--- config.mk ---
export PLATFORM = sky130hd
export DESIGN_NAME = data_mem_arbiter_flat
export DESIGN_NICKNAME = d
export VERILOG_FILES = /design/src/rtl/data_mem_arbiter_if.sv /design/src/rtl/data_mem_arbiter.sv /design/src/flat_wrapper.sv
export SDC_FILE = /design/constraint.sdc
export NUM_CORES = 1
export LEC_CHECK = 0
export ABC_AREA = 1
export CAP_MARGIN = 20
export CORE_MARGIN = 2
export CORE_UTILIZATION = 33
export DETAILED_ROUTE_END_ITERATION = 16
export PLACE_DENSITY = 0.78
export SLEW_MARGIN = 0
export SYNTH_ARGS = -nofsm -noshare
export SYNTH_HDL_FRONTEND = slang
export SYNTH_SLANG_ARGS = --single-unit
--- constraint.sdc ---
create_clock -name clk -period 1.4 [get_ports clk]
set_input_delay 0.28 -clock clk [delete_from_list [all_inputs] [get_ports clk]]
set_output_delay 0.28 -clock clk [all_outputs]
set_load 0.005 [all_outputs]
--- src/rtl/data_mem_arbiter_if.sv ---
// Purpose: the two requester ports, the memory-side bus and the arbiter status outputs, bundled.
// Latency: none; this is wiring only.
// Backpressure: a requester holds req until its one-cycle ack, and port 0 also sees stall0.
interface data_mem_arbiter_if #(
  parameter int AW = 32,
  parameter int DW = 32
);
  // Port 0: CPU MEM stage
  logic          req0;
  logic          we0;
  logic [AW-1:0] addr0;
  logic [DW-1:0] wdata0;
  logic          ack0;
  logic [DW-1:0] rdata0;
  logic          stall0;

  // Port 1: loader / debug
  logic          req1;
  logic          we1;
  logic [AW-1:0] addr1;
  logic [DW-1:0] wdata1;
  logic          ack1;
  logic [DW-1:0] rdata1;

  // Single-port data memory
  logic          mem_en;
  logic          mem_we;
  logic [AW-1:0] mem_addr;
  logic [DW-1:0] mem_wdata;
  logic [DW-1:0] mem_rdata;

  // Status
  logic          busy;
  logic          grant_id;

  // Arbiter side
  modport slave (
    input  req0, we0, addr0, wdata0,
    output ack0, rdata0, stall0,
    input  req1, we1, addr1, wdata1,
    output ack1, rdata1,
    output mem_en, mem_we, mem_addr, mem_wdata,
    input  mem_rdata,
    output busy, grant_id
  );

  // Requester and memory side
  modport master (
    output req0, we0, addr0, wdata0,
    input  ack0, rdata0, stall0,
    output req1, we1, addr1, wdata1,
    input  ack1, rdata1,
    input  mem_en, mem_we, mem_addr, mem_wdata,
    output mem_rdata,
    input  busy, grant_id
  );
endinterface

--- src/rtl/data_mem_arbiter.sv ---
// Purpose: shares one single-port data memory between the CPU (port 0) and a loader/debug port (port 1).
// Latency: ack comes LATENCY+1 cycles after the IDLE sampling cycle, and the next grant can follow one IDLE cycle later.
// Backpressure: a port waits, holding req, until its ack; port 0 is fixed priority, but port 1 wins after STARVE_LIMIT losses.
module data_mem_arbiter #(
  parameter int AW           = 32,
  parameter int DW           = 32,
  parameter int LATENCY      = 1,
  parameter int STARVE_LIMIT = 4
) (
  input logic               clk,
  input logic               rst,
  data_mem_arbiter_if.slave bus
);

  localparam int SW = $clog2(STARVE_LIMIT + 1);
  localparam int CW = $clog2(LATENCY + 1);

  localparam logic [SW-1:0] LIMIT    = SW'(STARVE_LIMIT);
  localparam logic [CW-1:0] CNT_LOAD = CW'(LATENCY - 1);
  localparam logic [CW-1:0] CNT_ONE  = CW'(1);

  localparam logic [1:0] S_IDLE   = 2'd0;
  localparam logic [1:0] S_ACCESS = 2'd1;
  localparam logic [1:0] S_WAIT   = 2'd2;
  localparam logic [1:0] S_RESP   = 2'd3;

  logic [1:0]    r_state;
  logic [SW-1:0] r_streak;
  logic [CW-1:0] r_cnt;
  logic          r_gid;
  logic          r_we;
  logic [AW-1:0] r_addr;
  logic [DW-1:0] r_wdata;

  logic w_idle;
  logic w_req_any;
  logic w_pick1;
  logic w_grant;
  logic w_resp;
  logic w_ack0;
  logic w_ack1;

  assign w_idle    = (r_state == S_IDLE);
  assign w_req_any = bus.req0 | bus.req1;
  // Port 1 wins if it is alone, or if port 0 has used up its streak allowance.
  assign w_pick1   = bus.req1 & (~bus.req0 | (r_streak == LIMIT));
  assign w_grant   = w_idle & w_req_any;
  assign w_resp    = (r_state == S_RESP);
  assign w_ack0    = w_resp & ~r_gid;
  assign w_ack1    = w_resp & r_gid;

  // Access sequencer: IDLE -> ACCESS -> (WAIT while read data is in flight) -> RESP -> IDLE
  always_ff @(posedge clk or negedge rst) begin
    if (!rst) begin
      r_state <= S_IDLE;
      r_cnt   <= '0;
    end else begin
      case (r_state)
        S_IDLE: begin
          if (w_req_any) begin
            r_state <= S_ACCESS;
          end
        end
        S_ACCESS: begin
          r_cnt <= CNT_LOAD;
          if (LATENCY == 1) begin
            r_state <= S_RESP;
          end else begin
            r_state <= S_WAIT;
          end
        end
        S_WAIT: begin
          r_cnt <= r_cnt - CNT_ONE;
          if (r_cnt == CNT_ONE) begin
            r_state <= S_RESP;
          end
        end
        S_RESP: begin
          r_state <= S_IDLE;
        end
        default: begin
          r_state <= S_IDLE;
        end
      endcase
    end
  end

  // Starvation counter: counts port-0 wins over a waiting port 1 and is cleared once port 1 is served or stops asking
  always_ff @(posedge clk or negedge rst) begin
    if (!rst) begin
      r_streak <= '0;
    end else if (w_idle) begin
      if (!bus.req1 || (w_grant && w_pick1)) begin
        r_streak <= '0;
      end else if (w_grant && (r_streak != LIMIT)) begin
        r_streak <= r_streak + SW'(1);
      end
    end
  end

  // Latch the granted request so the requester's bus is free to change after ack
  always_ff @(posedge clk or negedge rst) begin
    if (!rst) begin
      r_gid   <= 1'b0;
      r_we    <= 1'b0;
      r_addr  <= '0;
      r_wdata <= '0;
    end else if (w_grant) begin
      r_gid   <= w_pick1;
      r_we    <= w_pick1 ? bus.we1    : bus.we0;
      r_addr  <= w_pick1 ? bus.addr1  : bus.addr0;
      r_wdata <= w_pick1 ? bus.wdata1 : bus.wdata0;
    end
  end

  // Memory strobe lasts exactly the ACCESS cycle; the write enable is qualified by it.
  assign bus.mem_en    = (r_state == S_ACCESS);
  assign bus.mem_we    = (r_state == S_ACCESS) & r_we;
  assign bus.mem_addr  = r_addr;
  assign bus.mem_wdata = r_wdata;

  // Read data is forwarded only during the owner's ack cycle, and is zero otherwise.
  assign bus.ack0   = w_ack0;
  assign bus.ack1   = w_ack1;
  assign bus.rdata0 = w_ack0 ? bus.mem_rdata : '0;
  assign bus.rdata1 = w_ack1 ? bus.mem_rdata : '0;

  // The CPU freezes from the cycle it raises req up to, but not including, its ack cycle.
  assign bus.stall0   = bus.req0 & ~w_ack0;
  assign bus.busy     = ~w_idle;
  assign bus.grant_id = r_gid;

  // Structural invariants of the sequencer
  a_we_needs_en: assert property (@(posedge clk) disable iff (!rst)
    bus.mem_we |-> bus.mem_en);
  a_single_ack: assert property (@(posedge clk) disable iff (!rst)
    !(w_ack0 && w_ack1));
  a_streak_range: assert property (@(posedge clk) disable iff (!rst)
    r_streak <= LIMIT);

endmodule
--- src/flat_wrapper.sv ---
// flat-port wrapper written by rule: the top's interface ports become plain ports
module data_mem_arbiter_flat 
#(
  parameter int AW           = 32,
  parameter int DW           = 32,
  parameter int LATENCY      = 1,
  parameter int STARVE_LIMIT = 4
)
  (clk, rst, bus_req0, bus_we0, bus_addr0, bus_wdata0, bus_ack0, bus_rdata0, bus_stall0, bus_req1, bus_we1, bus_addr1, bus_wdata1, bus_ack1, bus_rdata1, bus_mem_en, bus_mem_we, bus_mem_addr, bus_mem_wdata, bus_mem_rdata, bus_busy, bus_grant_id);
  data_mem_arbiter_if #(.AW(AW), .DW(DW)) bus_i ();
  input logic clk;
  input logic rst;
  input wire logic [$bits(bus_i.req0)-1:0] bus_req0;
  input wire logic [$bits(bus_i.we0)-1:0] bus_we0;
  input wire logic [$bits(bus_i.addr0)-1:0] bus_addr0;
  input wire logic [$bits(bus_i.wdata0)-1:0] bus_wdata0;
  output wire logic [$bits(bus_i.ack0)-1:0] bus_ack0;
  output wire logic [$bits(bus_i.rdata0)-1:0] bus_rdata0;
  output wire logic [$bits(bus_i.stall0)-1:0] bus_stall0;
  input wire logic [$bits(bus_i.req1)-1:0] bus_req1;
  input wire logic [$bits(bus_i.we1)-1:0] bus_we1;
  input wire logic [$bits(bus_i.addr1)-1:0] bus_addr1;
  input wire logic [$bits(bus_i.wdata1)-1:0] bus_wdata1;
  output wire logic [$bits(bus_i.ack1)-1:0] bus_ack1;
  output wire logic [$bits(bus_i.rdata1)-1:0] bus_rdata1;
  output wire logic [$bits(bus_i.mem_en)-1:0] bus_mem_en;
  output wire logic [$bits(bus_i.mem_we)-1:0] bus_mem_we;
  output wire logic [$bits(bus_i.mem_addr)-1:0] bus_mem_addr;
  output wire logic [$bits(bus_i.mem_wdata)-1:0] bus_mem_wdata;
  input wire logic [$bits(bus_i.mem_rdata)-1:0] bus_mem_rdata;
  output wire logic [$bits(bus_i.busy)-1:0] bus_busy;
  output wire logic [$bits(bus_i.grant_id)-1:0] bus_grant_id;
  assign bus_i.req0 = bus_req0;
  assign bus_i.we0 = bus_we0;
  assign bus_i.addr0 = bus_addr0;
  assign bus_i.wdata0 = bus_wdata0;
  assign bus_ack0 = bus_i.ack0;
  assign bus_rdata0 = bus_i.rdata0;
  assign bus_stall0 = bus_i.stall0;
  assign bus_i.req1 = bus_req1;
  assign bus_i.we1 = bus_we1;
  assign bus_i.addr1 = bus_addr1;
  assign bus_i.wdata1 = bus_wdata1;
  assign bus_ack1 = bus_i.ack1;
  assign bus_rdata1 = bus_i.rdata1;
  assign bus_mem_en = bus_i.mem_en;
  assign bus_mem_we = bus_i.mem_we;
  assign bus_mem_addr = bus_i.mem_addr;
  assign bus_mem_wdata = bus_i.mem_wdata;
  assign bus_i.mem_rdata = bus_mem_rdata;
  assign bus_busy = bus_i.busy;
  assign bus_grant_id = bus_i.grant_id;
  data_mem_arbiter #(.AW(AW), .DW(DW), .LATENCY(LATENCY), .STARVE_LIMIT(STARVE_LIMIT)) u_core (.clk(clk), .rst(rst), .bus(bus_i));
endmodule
==> flow_summary_export.csv <==
group,metric,value,unit
global_route,overflow,0,
critical_path,crit_top_cell,"buf_6",
logic_synthesis,yosysSeqAreaShare,0.404,
logic_synthesis,synth_top_area_frac,0.404,
global_route,grt.met1_usage,0.278,
placed_design,port_buffers,300,
detailed_routing,drt-vias-per-instance,4.81,
pwr,fin_total_pwr,15.8,mW
logic_synthesis,ys_ff_latch,72,
layout,seqCellArea,0.00180,mm^2
layout,multi_input_area,0.00278,mm^2
detailed_routing,post-route-drc-count,0,
critical_path,worstSetupEndpointType,"primary output",
critical_path,cp.depth,6,
cts,clock-sinks,72,
timing,slew_viol_final,0,
logic_synthesis,syn_avg_cell_area,6.83,um^2
logic_synthesis,syn_nets,825,
critical_path,crit_required,1.12,ns
cts,clockRootBuffer,"clkbuf_16",
detailed_routing,drtIter0Drc,263,
global_route,grt_max_degree,73,
global_route,grt_use_met2,0.477,
layout,mostFrequentLayoutCell,"nand2_1",
cts,cts_tree,"done",
detailed_routing,antenna_left,0,
floorplan,dieWidth,120,um
global_route,gr-usage-met3,0.0580,
critical_path,r2r_start,"u_core.r_state[1]$_DFFE_PN0P_",
layout,nets,1163,
critical_path,crit_path_end,"bus_rdata1[15]",
cts,ctsLongestPathBuffers,2,
logic_synthesis,synthSimpleGateAreaFrac,0.421,
logic_synthesis,yosys_warnings,0,
global_route,first_global_vias,5414,
job,maxCapViolCount,0,
placed_design,gp_congestion,0.895,
global_route,grt-busiest-layer,"met2",
placed_design,dp_cells,1110,
timing,hold_viol,0,
logic_synthesis,synthCells,652,
critical_path,crit_type,"flip-flop to primary output",
layout,syn_to_final_growth,112,%
logic_synthesis,synthXorXnorAreaFrac,0.00197,
critical_path,worstRegToRegCells,11,
timing,setup_violations,138,
critical_path,regToRegSetupSlack,-0.28,ns
global_route,antenna_found_initial,0,
logic_synthesis,synthAdderAreaFrac,0.0197,
detailed_routing,vias,5628,
pwr,ir_worst_vdd,0.000745,V
logic_synthesis,synth_cell_types,17,
layout,diodes,0,
logic_synthesis,synthMuxAreaShare,0,
status,outcome,"finished with violations",
detailed_routing,wl,20800,um
global_route,grt_use_total,0.257,
detailed_routing,routedWlPerCell,17.8,um
critical_path,r2r_end,"u_core.bus.mem_addr[18]$_DFFE_PN0N_",
floorplan,die_area,0.0144,mm^2
logic_synthesis,synth-compound-area-share,0.00871,
timing,fmax,554,MHz
floorplan,coreArea,0.0132,mm^2
cts,clk_pin_slew,0.06,ns
critical_path,crit_path_max_incr_delay,0.41,ns
logic_synthesis,synthTopCellsByArea,"dfrtp_1 (40%), nand2_1 (18%), nand3b_1 (11%), inv_1 (9.3%), nand3_1 (7.4%)",
floorplan,die_h,120,um
layout,drive_gt1_frac,0.308,
timing,skew,0.00795,ns
critical_path,worstSetupStartpointType,"flip-flop",
timing,relSlewSlack,0.732,
critical_path,arrival,1.53,ns
pwr,power.density,1670,mW/mm^2
critical_path,worstPathMaxFanout,5,
critical_path,crit_path_start,"u_core.r_state[0]$_DFFE_PN0P_",
cts,insertion_delay,0.33,ns
timing,hold_ws,0.386,ns
layout,fill_cells,1003,
logic_synthesis,yosysTopAreaCell,"dfrtp_1",
floorplan,row_count,42,
global_route,grt_pass1_wl,28700,um
timing,period_share,1.29,
floorplan,start_util,0.338,
timing,worst_slack,-0.405,ns
critical_path,critPathTopFamily,"flip-flops",
critical_path,cp_slowest_cell,"dfrtp_1",
logic_synthesis,synth_area,0.00445,mm^2
cts,cts-buffers-inserted,9,
placed_design,dpl.hpwl,12200,um
timing,worst_pin_slew,0.403,ns
status,violations,"setup timing",
hold_path,hold_class,"primary input to flip-flop",
critical_path,cp_num_buf_inv,3,
floorplan,ios,301,
placed_design,dp_slack,-0.409,ns
pwr,p_leak,4.98,nW
logic_synthesis,synth_top_family_by_area,"simple AND/OR/NAND/NOR gates",
cts,cts_max_level,3,
detailed_routing,drt-pass1-iter-count,5,
timing,rsz0062_at_grt,"yes",
critical_path,path_cells,"ha_4 > nand2_4 > buf_6 > buf_6 > nor2_1 > buf_2",
layout,final_cell_mix,"nand2_1 (165), clkdlybuf4s50_1 (163), inv_1 (102), dfrtp_1 (72), nand3b_1 (65)",
timing,min_period,1.81,ns
layout,finalNonFillerCells,1170,
## final cells by class
class	count	area share
Timing Repair Buffer	367	0.412
Multi-Input combinational cell	427	0.295
Sequential cell	72	0.191
Inverter	112	0.0478
Clock buffer	10	0.0242
Tap cell	176	0.0233
Clock inverter	5	0.00623
Timing Repair inverter	1	0.00119
## metal layers
metal  part of all wire  vias to the layer above
li1                   -                     2651
met3              0.074                       63
met5                  0                        -
met2               0.53                      266
met4              0.044                        0
met1               0.35                     2648
## kinds of logic (layout without fill, tap and decap cells)
kind of cell,after synthesis,in the layout
AOI/OAI and AO/OA,7,7
xor gates and xnor gates,1,1
adders and majority gates,7,7
buffers and inverters,153,495
DFF,72,72
and+or+nand+nor,412,412
## sequential cells by signal (all words and copies together), names as in the netlist
name	flops
u_core.bus.mem_addr	32
u_core.bus.mem_wdata	32
u_core.r_streak	3
u_core.r_state	2
u_core.bus.grant_id	1
u_core.r_cnt	1
u_core.r_we	1
## worst min path at each step
stage                     startpoint                                  end  slack (ns)  cells past startpoint
final                       bus_req1  u_core.bus.mem_addr[21]$_DFFE_PN0N_        0.39                      4
after global routing        bus_req1  u_core.bus.mem_addr[14]$_DFFE_PN0N_        0.42                      4
after CTS                   bus_req1  u_core.bus.mem_addr[15]$_DFFE_PN0N_        0.37                      4
after detailed placement         rst   u_core.bus.mem_addr[0]$_DFFE_PN0N_        0.33                      2
after global placement           rst   u_core.bus.mem_addr[6]$_DFFE_PN0N_        0.33                      2
after floorplan                  rst      u_core.bus.grant_id$_DFFE_PN0N_       -0.02                      0
## synth_stat cells
library cell,instances
a21oi_2,1
o21ai_0,1
o21ai_1,1
ha_1,7
inv_2,2
inv_1,110
dfrtp_1,72
nand2_1,209
clkbuf_1,18
nor2_1,72
buf_4,9
nand3_1,66
buf_6,3
nand3b_1,65
buf_2,11
xnor2_1,1
a21oi_1,4
## worst register-to-register path, cell delays in order (launching register included)
cell      delay (ns)
dfrtp_1         0.42
buf_6           0.14
clkinv_4        0.05
ha_4            0.15
inv_4           0.04
a21oi_4         0.17
buf_8           0.19
inv_16          0.06
buf_12          0.13
buf_16          0.14
nand2_2         0.05
nand2_1         0.05
## per-stage QoR
stage	TNS (ns)	util	area (um^2)
after floorplan	0	-	4460
after CTS	-38.55	0.642	8470
after global routing	-41.50	0.716	9440
final	-34.81	0.716	9440
after global placement	-37.08	0.588	7760
after detailed placement	-41.29	0.588	7760
## what timing repair did
item                                   4_1_cts  5_1_grt
hold buffers                                 1        0
setup endpoints to repair                  203      167
pin swaps                                    4       90
resized for setup                          364      223
endpoints found under the hold margin       72        0
gates cloned                                14        7
setup buffers                               12       15
## report_power, final
part | leakage [nW] | internal (mW) | switching [mW]
combinational | 3.97 | 5.17 | 4.58
clock | 0.135 | 1.37 | 0.905
sequential | 0.880 | 3.13 | 0.642
Power figures use the tool's default switching activity.
